[src/rtl/core_sequencer_if.sv]
// core_sequencer_if: instruction-memory fetch request/response channel
// master (sequencer): drives req_valid/req_addr, receives req_ready/rsp_valid/rsp_data
// slave (memory): the mirror image
interface core_sequencer_if #(parameter int XLEN = 32);
  logic            req_valid;
  logic [XLEN-1:0] req_addr;
  logic            req_ready;
  logic            rsp_valid;
  logic [31:0]     rsp_data;
  modport master(output req_valid, req_addr, input req_ready, rsp_valid, rsp_data);
  modport slave(input req_valid, req_addr, output req_ready, rsp_valid, rsp_data);
endinterface

[src/rtl/core_sequencer.sv]
// core_sequencer: multi-cycle fetch/execute/writeback control for the RV32I datapath
// ports: clk, reset (sync, active-high); run/step control; imem fetch channel;
// instr/exec_en/rf_we to the datapath, branch_taken/branch_target from it;
// pc, retired, busy, halted, fault status
module core_sequencer #(
  parameter int              XLEN     = 32,
  parameter logic [XLEN-1:0] RESET_PC = 32'h0000_0000
) (
  input  logic              clk,
  input  logic              reset,
  input  logic              run,
  input  logic              step,
  core_sequencer_if.master  imem,
  output logic [31:0]       instr,
  output logic              exec_en,
  input  logic              branch_taken,
  input  logic [XLEN-1:0]   branch_target,
  output logic              rf_we,
  output logic [XLEN-1:0]   pc,
  output logic [31:0]       retired,
  output logic              busy,
  output logic              halted,
  output logic [1:0]        fault
);
  typedef enum logic [2:0] {IDLE, FETCH_REQ, FETCH_WAIT, EXECUTE, WRITEBACK, HALTED} state_t;
  state_t state, nxt;
  logic [XLEN-1:0] target, tgt;
  logic [6:0] opc;
  logic legal, sys, mis, sstep;
  logic [1:0] efault;
  always_comb begin
    opc = instr[6:0];
    legal = opc inside {7'b0010011, 7'b0110011, 7'b0110111, 7'b0010111, 7'b1101111,
                        7'b1100111, 7'b1100011, 7'b0000011, 7'b0100011};
    sys = opc == 7'b1110011;
    tgt = branch_taken ? branch_target : pc + XLEN'(4);
    mis = tgt[1:0] != 2'b00;
    efault = sys ? 2'b00 : !legal ? 2'b01 : mis ? 2'b10 : 2'b00;
    nxt = state;
    case (state)
      IDLE:       nxt = (run || step) ? FETCH_REQ : IDLE;
      FETCH_REQ:  nxt = imem.req_ready ? FETCH_WAIT : FETCH_REQ;
      FETCH_WAIT: nxt = imem.rsp_valid ? EXECUTE : FETCH_WAIT;
      EXECUTE:    nxt = (sys || !legal || mis) ? HALTED : WRITEBACK;
      WRITEBACK:  nxt = (run && !sstep) ? FETCH_REQ : IDLE;
      default:    nxt = HALTED;
    endcase
  end
  assign imem.req_valid = state == FETCH_REQ;
  assign imem.req_addr  = pc;
  assign exec_en = state == EXECUTE;
  assign rf_we   = state == WRITEBACK && opc != 7'b1100011 && opc != 7'b0100011 && instr[11:7] != 5'd0;
  assign busy    = state != IDLE && state != HALTED;
  assign halted  = state == HALTED;
  always_ff @(posedge clk) begin
    if (reset) begin
      state   <= IDLE;
      pc      <= RESET_PC;
      instr   <= '0;
      retired <= '0;
      fault   <= 2'b00;
      target  <= RESET_PC;
      sstep   <= 1'b0;
    end else begin
      state <= nxt;
      // run wins over step, so only a step taken with run low is single-step
      if (state == IDLE && (run || step)) sstep <= !run;
      if (state == FETCH_WAIT && imem.rsp_valid) instr <= imem.rsp_data;
      if (state == EXECUTE) begin
        target <= tgt;
        fault  <= efault;
      end
      if (state == WRITEBACK) begin
        pc      <= target;
        retired <= retired + 32'd1;
      end
    end
  end
endmodule
[src/flat_wrapper.sv]
// flat-port wrapper written by rule: the top's interface ports become plain ports
module core_sequencer_flat 
#(
  parameter int              XLEN     = 32,
  parameter logic [XLEN-1:0] RESET_PC = 32'h0000_0000
)
  (clk, reset, run, step, instr, exec_en, branch_taken, branch_target, rf_we, pc, retired, busy, halted, fault, imem_req_valid, imem_req_addr, imem_req_ready, imem_rsp_valid, imem_rsp_data);
  core_sequencer_if #(.XLEN(XLEN)) imem_i ();
  input  logic clk;
  input  logic reset;
  input  logic run;
  input  logic step;
  output logic [31:0] instr;
  output logic exec_en;
  input  logic branch_taken;
  input  logic [XLEN-1:0] branch_target;
  output logic rf_we;
  output logic [XLEN-1:0] pc;
  output logic [31:0] retired;
  output logic busy;
  output logic halted;
  output logic [1:0] fault;
  output wire logic [$bits(imem_i.req_valid)-1:0] imem_req_valid;
  output wire logic [$bits(imem_i.req_addr)-1:0] imem_req_addr;
  input wire logic [$bits(imem_i.req_ready)-1:0] imem_req_ready;
  input wire logic [$bits(imem_i.rsp_valid)-1:0] imem_rsp_valid;
  input wire logic [$bits(imem_i.rsp_data)-1:0] imem_rsp_data;
  assign imem_req_valid = imem_i.req_valid;
  assign imem_req_addr = imem_i.req_addr;
  assign imem_i.req_ready = imem_req_ready;
  assign imem_i.rsp_valid = imem_rsp_valid;
  assign imem_i.rsp_data = imem_rsp_data;
  core_sequencer #(.XLEN(XLEN), .RESET_PC(RESET_PC)) u_core (.clk(clk), .reset(reset), .run(run), .step(step), .imem(imem_i), .instr(instr), .exec_en(exec_en), .branch_taken(branch_taken), .branch_target(branch_target), .rf_we(rf_we), .pc(pc), .retired(retired), .busy(busy), .halted(halted), .fault(fault));
endmodule
[config.mk]
export PLATFORM = sky130hd
export DESIGN_NAME = core_sequencer_flat
export DESIGN_NICKNAME = d
export VERILOG_FILES = /design/src/rtl/core_sequencer_if.sv /design/src/rtl/core_sequencer.sv /design/src/flat_wrapper.sv
export SDC_FILE = /design/constraint.sdc
export NUM_CORES = 1
export LEC_CHECK = 0
export CAP_MARGIN = 20
export CORE_AREA = 4 4 150 152
export CTS_BUF_LIST = sky130_fd_sc_hd__clkbuf_8 sky130_fd_sc_hd__clkbuf_16
export DETAILED_ROUTE_END_ITERATION = 7
export DIE_AREA = 0 0 154 156
export SLEW_MARGIN = 25
export SYNTH_ARGS = -nofsm -noshare
export SYNTH_HDL_FRONTEND = slang
export SYNTH_SLANG_ARGS = --single-unit
[constraint.sdc]
create_clock -name clk -period 5.6 [get_ports clk]
set_clock_uncertainty 0.15 [all_clocks]
set_input_delay 0.84 -clock clk [delete_from_list [all_inputs] [get_ports clk]]
set_output_delay 0.84 -clock clk [all_outputs]
set_load 0.01 [all_outputs]
# --- After elaboration in Yosys (flattened, before gate mapping) ---
# Index checks and enable logic that the tools add are counted.
classes:
  addsub: 2
  n_eq_ne: 18
  muxes: 10
  reduce_logical: 18
op_table:
  columns: ["operator", "count"]
  rows:
  - ["32-bit by 1-bit adder with 32-bit output, second input constant", 1]
  - ["32-bit by 3-bit adder with 32-bit output, second input constant", 1]
  - ["32-bit two-way mux", 1]
  - ["7-bit == test, second input constant", 4]
  - ["7-bit by 6-bit == test with 1-bit output, second input constant", 3]
  - ["3-bit case mux with 5 select lines", 1]
  - ["7-bit by 5-bit == test with 1-bit output, second input constant", 2]
  - ["9-bit nonzero test", 1]
  - ["2-bit two-way mux", 4]
  - ["7-bit by 2-bit == test with 1-bit output, second input constant", 1]
  - ["1-bit logical AND", 7]
  - ["7-bit by 6-bit inequality test with 1-bit output, second input constant", 1]
  - ["7-bit inequality test, second input constant", 1]
  - ["3-bit by 2-bit == test with 1-bit output, second input constant", 2]
  - ["3-bit == test, second input constant", 2]
  - ["5-bit nonzero test", 1]
  - ["1-bit two-way mux", 4]
  - ["3-bit by 1-bit == test with 1-bit output, second input constant", 1]
  - ["1-bit logical NOT", 3]
  - ["3-bit logical NOT", 1]
  - ["1-bit logical OR", 3]
  - ["3-bit inequality test, second input constant", 1]
  - ["3-bit nonzero test", 1]
  - ["2-bit nonzero test", 1]
word_totals:
  register_bits: 134
  inputBits: 71

# --- Longest topological paths before layout ---
# Gate-level depths: netlist (run 1).
depth:
  depth_word: 7
  ltp_mapped: 7
  mapped_depth_nobuf: 6

# --- Least setup slack after synthesis (run 1) ---
# Ideal clock, no wire load.
synth_timing:
  path_kind: "register to output"
  from: "register u_core.state[0]"
  to: "output rf_we"
  t_arrival_ns: 1.619
  t_required_ns: 4.610
  path_slack_ns: 2.991
  stages_incl_launch_ff: 7
  path_cell_list: "dfxtp_1 buf_2 nor3b_4 clkbuf_1 clkbuf_1 o41ai_1 a21oi_1"
synth_between:
  elab_chain_len: 4
synth_lines:
  columns: ["element", "line", "source"]
  rows:
  - ["from (decl)", "core_sequencer.sv:26", "state_t state, nxt;"]
  - ["from (signal assigned)", "core_sequencer.sv:65", "state <= nxt;"]
  - ["3-bit == test", "core_sequencer.sv:52", "assign rf_we = state == WRITEBACK && opc != 7'b1100011 && opc != 7'b0100011 && instr[11:7] != 5'd0;"]
  - ["1-bit logical AND (3 in series)", "core_sequencer.sv:52", null]
  - ["to (decl)", "flat_wrapper.sv:17", "output logic rf_we;"]
# No other way between the ends.

# --- Final worst setup path (run 1) ---
layout_timing:
  from: "register u_core.state[1]"
  to: "output exec_en"
layout_between:
  elab_chain_len: 1
layout_lines:
  columns: ["element", "line", "source"]
  rows:
  - ["3-bit by 2-bit == test with 1-bit output", "core_sequencer.sv:51", "assign exec_en = state == EXECUTE;"]
  - ["to (decl)", "flat_wrapper.sv:14", "output logic exec_en;"]
# No other way between the ends.

==> results.md, run 1 <==
* Final setup violation count at 0
* Tot GR Track Use at 0.160
* Starting Density at 0.298
* Post-cts hold buffer count at 0
* Via density at around 4.9
* Clk pin slew, worst setup/hold paths at 0.06 ns
* Final nets at ~1000
* Post-synth top area cell: dfxtp_1
* Data required, critical path at roughly 4.6 ns
* Die X at 154 um
* Clock buffer depth at 2
* DRT iter0 DRCs at approximately 350
* CP dominant cell by count: buf_4
* Total grt overflow at 0
* DP Area at a little over 8000 sq um
* Worst rel slew slack at 0.390
* Fin. max-slew vios at 0
* Ranking of synthesized cells by area: dfxtp_1 (43%), nand2_1 (9.9%), a21oi_1 (8.5%)
* I/O pins at between 200 and 250
* Wire per inst at roughly 16 um
* CP Depth at 6
* Dpl ws at approximately 2.3 ns
* Number of routed nets with antenna violations at 0
* Worst IR drop on VDD at roughly 0.18 mV
* Reg-to-reg endpoint: u_core.retired[26]$_SDFFE_PP0N_
* Post-synth EDFFs at 0
* Layout cells sized above 1 at 0.0497
* Final instance count without filler cells at ~1200
* DRC at 0
* Initial antenna violation count at 2
* Total power at 2.26 mW
* Fin Setup TNS at 0 ns
* GP Congestion at ~0.8
* Gate Count Post-Synth at between 800 and 900
* CP arrival at approximately 2.7 ns
* Post-synth cell types at between 40 and 50
* Die area at around 24000 sq um
* TritonCTS Buffers at 17
* First-pass GRT wire length at between 30000 and 40000 um
* Cell breakdown of the critical path: nor2b_1 > nand2_1 > buf_4 > inv_1 > buf_4 > clkdlybuf4s50_1
* Worst setup SP type: register
* CP bufs+invs at 4
* Final setup margin at ~1.9 ns
* Dominant cell by count in the synthesized netlist: nand2_1
* Total number of vias at 6017
* Final WL at between 15000 and 20000 um
* CTS tree: built
* Synth Area per Inst at 7.78 sq um
* RSZ-0062 raised after global routing: no
* CP Class: register to output pin
* Fin crit period at roughly 3.7 ns
* Final Cycle Share at 0.658
* Actual slew at the worst max-slew pin at ~0.91 ns
* Diodes inserted at 0
* Net Count, Synth at slightly below 900
* Slowest cell on crit path: clkdlybuf4s50_1
* CTS root buf: clkbuf_16
* Max-capacitance violation count at 0
* Clock tree sinks at about 130
* Sequential area share after synthesis at 0.428
* Setup Fix Bufs, Post-CTS at 0
* H-tree depth at 4
* Fmax at 0.271 GHz
* Inst Count DP at ~1200
* Hold Path Class: register to register
* Core Rows at 53
* Crit. End Element: output pin
* FF-to-FF Start: u_core.state[2]$_SDFF_PP0_
* Max incr delay on CP at roughly 0.62 ns
* Status: completed
* FF-to-FF path depth at 6
* Core Box Area at about 21000 sq um
* Hold Vio Cnt, Final at 0
* Clock Latency Late Sink at roughly 0.41 ns
* PortBufs at 205
* Length of the first detailed-routing pass in iterations at 7
* Area delta synth->final at 41.2%
* Die Span Y at around 160 um
* Syn. warnings at 0
* Worst-path maximum fanout at 40
* Critical path startpoint: u_core.state[1]$_SDFF_PP0_
* Most common flop cell mapped by yosys: dfxtp_1
* Largest net degree at the start of global routing at between 70 and 80
* R2r setup slk at between 2 and 2.5 ns
* Finished Cell Area at 8860 sq um
* Worst Setup EP: exec_en
* Top cells by count, synth: nand2_1 (166), dfxtp_1 (134), a21oi_1 (107), clkbuf_1 (46), nor2_1 (40)
* Detailed Place HPWL at between 10000 and 15000 um
* Netlist Area Pre-Place at approximately 6300 sq um
* FF+latch count, synth at 134
* Vias in the first global route at about 6000
* Leakage power at roughly 2.8 nW
* Post-cts sizing count at 0
* Synth top area share at 0.428
* Cell family with most CP delay: buffers and inverters
* Pwr dens at between 200 and 300 nW/um^2
* Synth async-reset ratio at 0
cells by family after synthesis:
family	share of synthesized area
buffers and inverters	0.0806
and+or+nand+nor	0.260
adders and majority gates	0.00399
DFF	0.428
muxes	0.0169
xor gates and xnor gates	0.0628
AOI/OAI and AO/OA	0.148
cells in the final DEF (no fill, tap or decap), drive strengths merged, types with 10 or more instances in the layout:
master	netlist	routed
xnor2	33	33
a211oi	14	14
or3	10	10
dfxtp	134	134
o21ai	28	28
nand4	14	14
and3	18	18
nand2	166	166
a21oi	107	107
clkdlybuf4s50	0	203
clkbuf	46	18
xor2	12	12
nor2	40	40
nor3	20	20
inv	18	20
o22ai	11	11
nand3	28	28
state kept, by name, summed over array words and instances, names as in the netlist:
register              cells
u_core.state              3
u_core.sstep              1
u_core.fault              2
u_core.retired           32
u_core.target            32
u_core.instr             32
u_core.imem.req_addr     32
routing by layer:
layer,track usage,part of all wire
met1,0.201,0.43
met2,0.253,0.46
met5,0,0.0011
met3,0.0685,0.10
met4,0.0429,0.010
power by group:
group | internal, mW | switching [mW] | total [mW]
combinational | 0.0822 | 0.0757 | 0.158
clock | 0.671 | 0.448 | 1.12
sequential | 0.967 | 0.0146 | 0.982
layout make-up:
class	instances	area, sq um
Fill cell	2145	12200
Multi-Input combinational cell	571	3090
Sequential cell	134	2680
Timing Repair Buffer	210	2080
Clock buffer	18	439
Tap cell	275	344
Clock inverter	14	151
Inverter	18	67.6
worst min-delay path by stage:
| stage | startpoint | to | slack [ns] | depth (start not counted) |
|---|---|---|---|---|
| floorplan | u_core.target[11]$_SDFFE_PP0P_ | u_core.imem.req_addr[11]$_SDFFE_PP0N_ | 0.28 | 2 |
| global placement | u_core.target[23]$_SDFFE_PP0P_ | u_core.imem.req_addr[23]$_SDFFE_PP0N_ | 0.29 | 2 |
| global route | u_core.instr[25]$_SDFFE_PP0P_ | u_core.instr[25]$_SDFFE_PP0P_ | 0.32 | 2 |
| detailed placement | u_core.target[14]$_SDFFE_PP0P_ | u_core.imem.req_addr[14]$_SDFFE_PP0N_ | 0.29 | 2 |
| CTS | u_core.target[8]$_SDFFE_PP0P_ | u_core.imem.req_addr[8]$_SDFFE_PP0N_ | 0.30 | 2 |
| finish | u_core.target[2]$_SDFFE_PP0P_ | u_core.imem.req_addr[2]$_SDFFE_PP0N_ | 0.30 | 2 |
worst reg2reg max path, delay by kind of cell (launching register included):
family / cells / cell delay, ns
simple gates: 4 / 1.89
compound gates: 1 / 0.15
buf+inv: 1 / 0.47
flops: 1 / 0.55
metrics by stage:
step | util | hold WS, ns
detailed placement | 0.393 | 0.291
global placement | 0.393 | 0.288
CTS | 0.421 | 0.301
finish | 0.421 | 0.301
floorplan | - | 0.279
global route | 0.421 | 0.320
(Power assumes the default switching activity.)
==> inputs of run 2 (changes only) <==
==> constraint.sdc (replaced) <==
create_clock -name clk -period 3.55 [get_ports clk]
set_clock_uncertainty 0.15 [all_clocks]
set_input_delay 0.5325 -clock clk [delete_from_list [all_inputs] [get_ports clk]]
set_output_delay 0.5325 -clock clk [all_outputs]
set_load 0.01 [all_outputs]
==> run 2 against run 1 <==
- first-iteration DRC count fell by 6.6%
- via count barely moved
- worst setup slack got worse by 1.3 ns
- sequential power rose by 58%
- final cell count rose by 0.65%
- routed wire length rose by 1.6%
- cell area rose by 1.4%
- die area did not move
- sequential share of layout area fell by 0.43 points
- critical path depth fell by 2
- non-clock buffer count rose by 8
- sequential cell count did not move
- critical endpoint is now rf_we
- highest routed layer unchanged
==> results.md, run 2 (synthesized netlist as in run 1, its figures left out) <==
* Length of the first detailed-routing pass in iterations at 5
* Final instance count without filler cells at between 1000 and 1500
* Post-cts sizing count at 0
* FF-to-FF Start: u_core.state[2]$_SDFF_PP0_
* TritonCTS Buffers at 17
* H-tree depth at 4
* RSZ-0062 raised after global routing: no
* CTS tree: built
* Tot GR Track Use at 0.161
* I/O pins at roughly 210
* Fin Setup TNS at 0 ns
* Hold Vio Cnt, Final at 0
* Diodes inserted at 0
* DRT iter0 DRCs at ~320
* DRC at 0
* Final setup violation count at 0
* Fillers at ~2100
* Starting Density at 0.298
* Data required, critical path at about 2.9 ns
* Finished Cell Area at ~9000 sq um
* GP Congestion at 0.782
* Final core utilization at 0.427
* Worst setup SP type: register
* Total power at approximately 3.8 mW
* Hold Crit Start: reset
* Actual slew at the worst max-slew pin at around 0.53 ns
* Cell breakdown of the critical path: nor3b_4 > o41ai_1 > a21oi_1 > clkdlybuf4s50_1
* Clock tree sinks at around 130
* Max incr delay on CP at approximately 0.56 ns
* Final Cycle Share at 0.829
* Worst rel slew slack at 0.646
* Fin. max-slew vios at 0
* Largest net degree at the start of global routing at between 40 and 50
* Fin crit period at ~2.9 ns
* Die Span Y at 156 um
* Fmax at about 0.34 GHz
* Worst-path maximum fanout at 12
* Clock buffer depth at 2
* Hold Path Class: input pin to register
* Commonest non-fill, non-tap cell in the layout: clkdlybuf4s50_1
* Final Hold Slack at roughly 0.25 ns
* Leakage power at around 2.9 nW
* Max-capacitance violation count at 0
* Setup Fix Bufs, Post-CTS at 0
* Final WL at 19700 um
* CTS root buf: clkbuf_16
* Number of routed nets with antenna violations at 0
* Via density at a little under 5
* Final setup margin at slightly above 0.6 ns
* Area delta synth->final at 43.2%
* PortBufs at approximately 210
* Final nets at 1033
* Initial antenna violation count at 1
* CP arrival at around 2.3 ns
* Clk pin slew, worst setup/hold paths at 0.06 ns
* Core Rows at 53
* Commonest non-fill, non-tap cells in the layout: clkdlybuf4s50_1 (203), nand2_1 (166), dfxtp_1 (134)
* Wire per inst at 15.8 um
* Vias in the first global route at roughly 5700
* Layout cells sized above 1 at 0.0534
* DP Area at approximately 8300 sq um
* Status: completed
* Total number of vias at between 6000 and 7000
* Core Box Area at 21000 sq um
* Slowest cell on crit path: clkdlybuf4s50_1
* Pwr dens at between 400 and 500 nW/um^2
* CP Class: register to output pin
* Total grt overflow at 0
* Dpl ws at around 0.94 ns
* Crit. End Element: output pin
* Worst IR drop on VDD at 0.307 mV
* Post-cts hold buffer count at 0
* Clock Latency Late Sink at between 0.4 and 0.5 ns
* Critical path startpoint: u_core.state[2]$_SDFF_PP0_
* Die area at 24000 sq um
* First-pass GRT wire length at between 30000 and 40000 um
* Detailed Place HPWL at between 10000 and 15000 um
* Die X at approximately 150 um
* Inst Count DP at about 1200
[run 2: changes by cell type in the layout (fill, tap and decap cells not counted)]
cell / change
clkinvlp_4: -1
nand2_1: +1
buf_4: +8
inv_1: +2
clkinv_4: -2
and2_2: -1
inv_6: -2
clkbuf_8: -1
nand2_2: -1
and2_1: +1
bufinv_16: +4
[run 2: worst max-delay path: cells and delay by family, from the launching register on]
| family | cells | cell delay [ns] |
|---|---|---|
| compound gates | 2 | 0.30 |
| buf+inv | 1 | 0.56 |
| flops | 1 | 0.54 |
| simple gates | 1 | 0.45 |
[run 2: layer usage]
metal  vias to the layer above  track usage  wire length [um]
li1                       3036            -                 -
met1                      2758        0.207              8700
met2                       195        0.250              8810
met3                        23       0.0671              1930
met4                         2       0.0475               257
met5                         -            0                 8
[run 2: where the power goes]
group	switching, mW	internal (mW)
Sequential	0.0225	1.53
Combinational	0.122	0.133
Clock	0.686	1.31
Total	0.831	2.97
[run 2: final timing paths]
kind,slack (ns),endpoint,depth (start not counted)
max,0.61,rf_we,4
min,0.25,u_core.retired[12]$_SDFFE_PP0N_,2
max reg2reg,0.92,u_core.retired[26]$_SDFFE_PP0N_,5
min reg2reg,0.30,u_core.target[4]$_SDFFE_PP0P_,2
[run 2: final cells by class]
cell class                      instances  area [sq um]  share of cell area
Clock buffer                           17           425              0.0473
Multi-Input combinational cell        571          3090               0.344
Inverter                               18          67.6             0.00752
Tap cell                              275           344              0.0383
Timing Repair Buffer                  218          2140               0.238
Clock inverter                         15           236              0.0263
Sequential cell                       134          2680               0.299
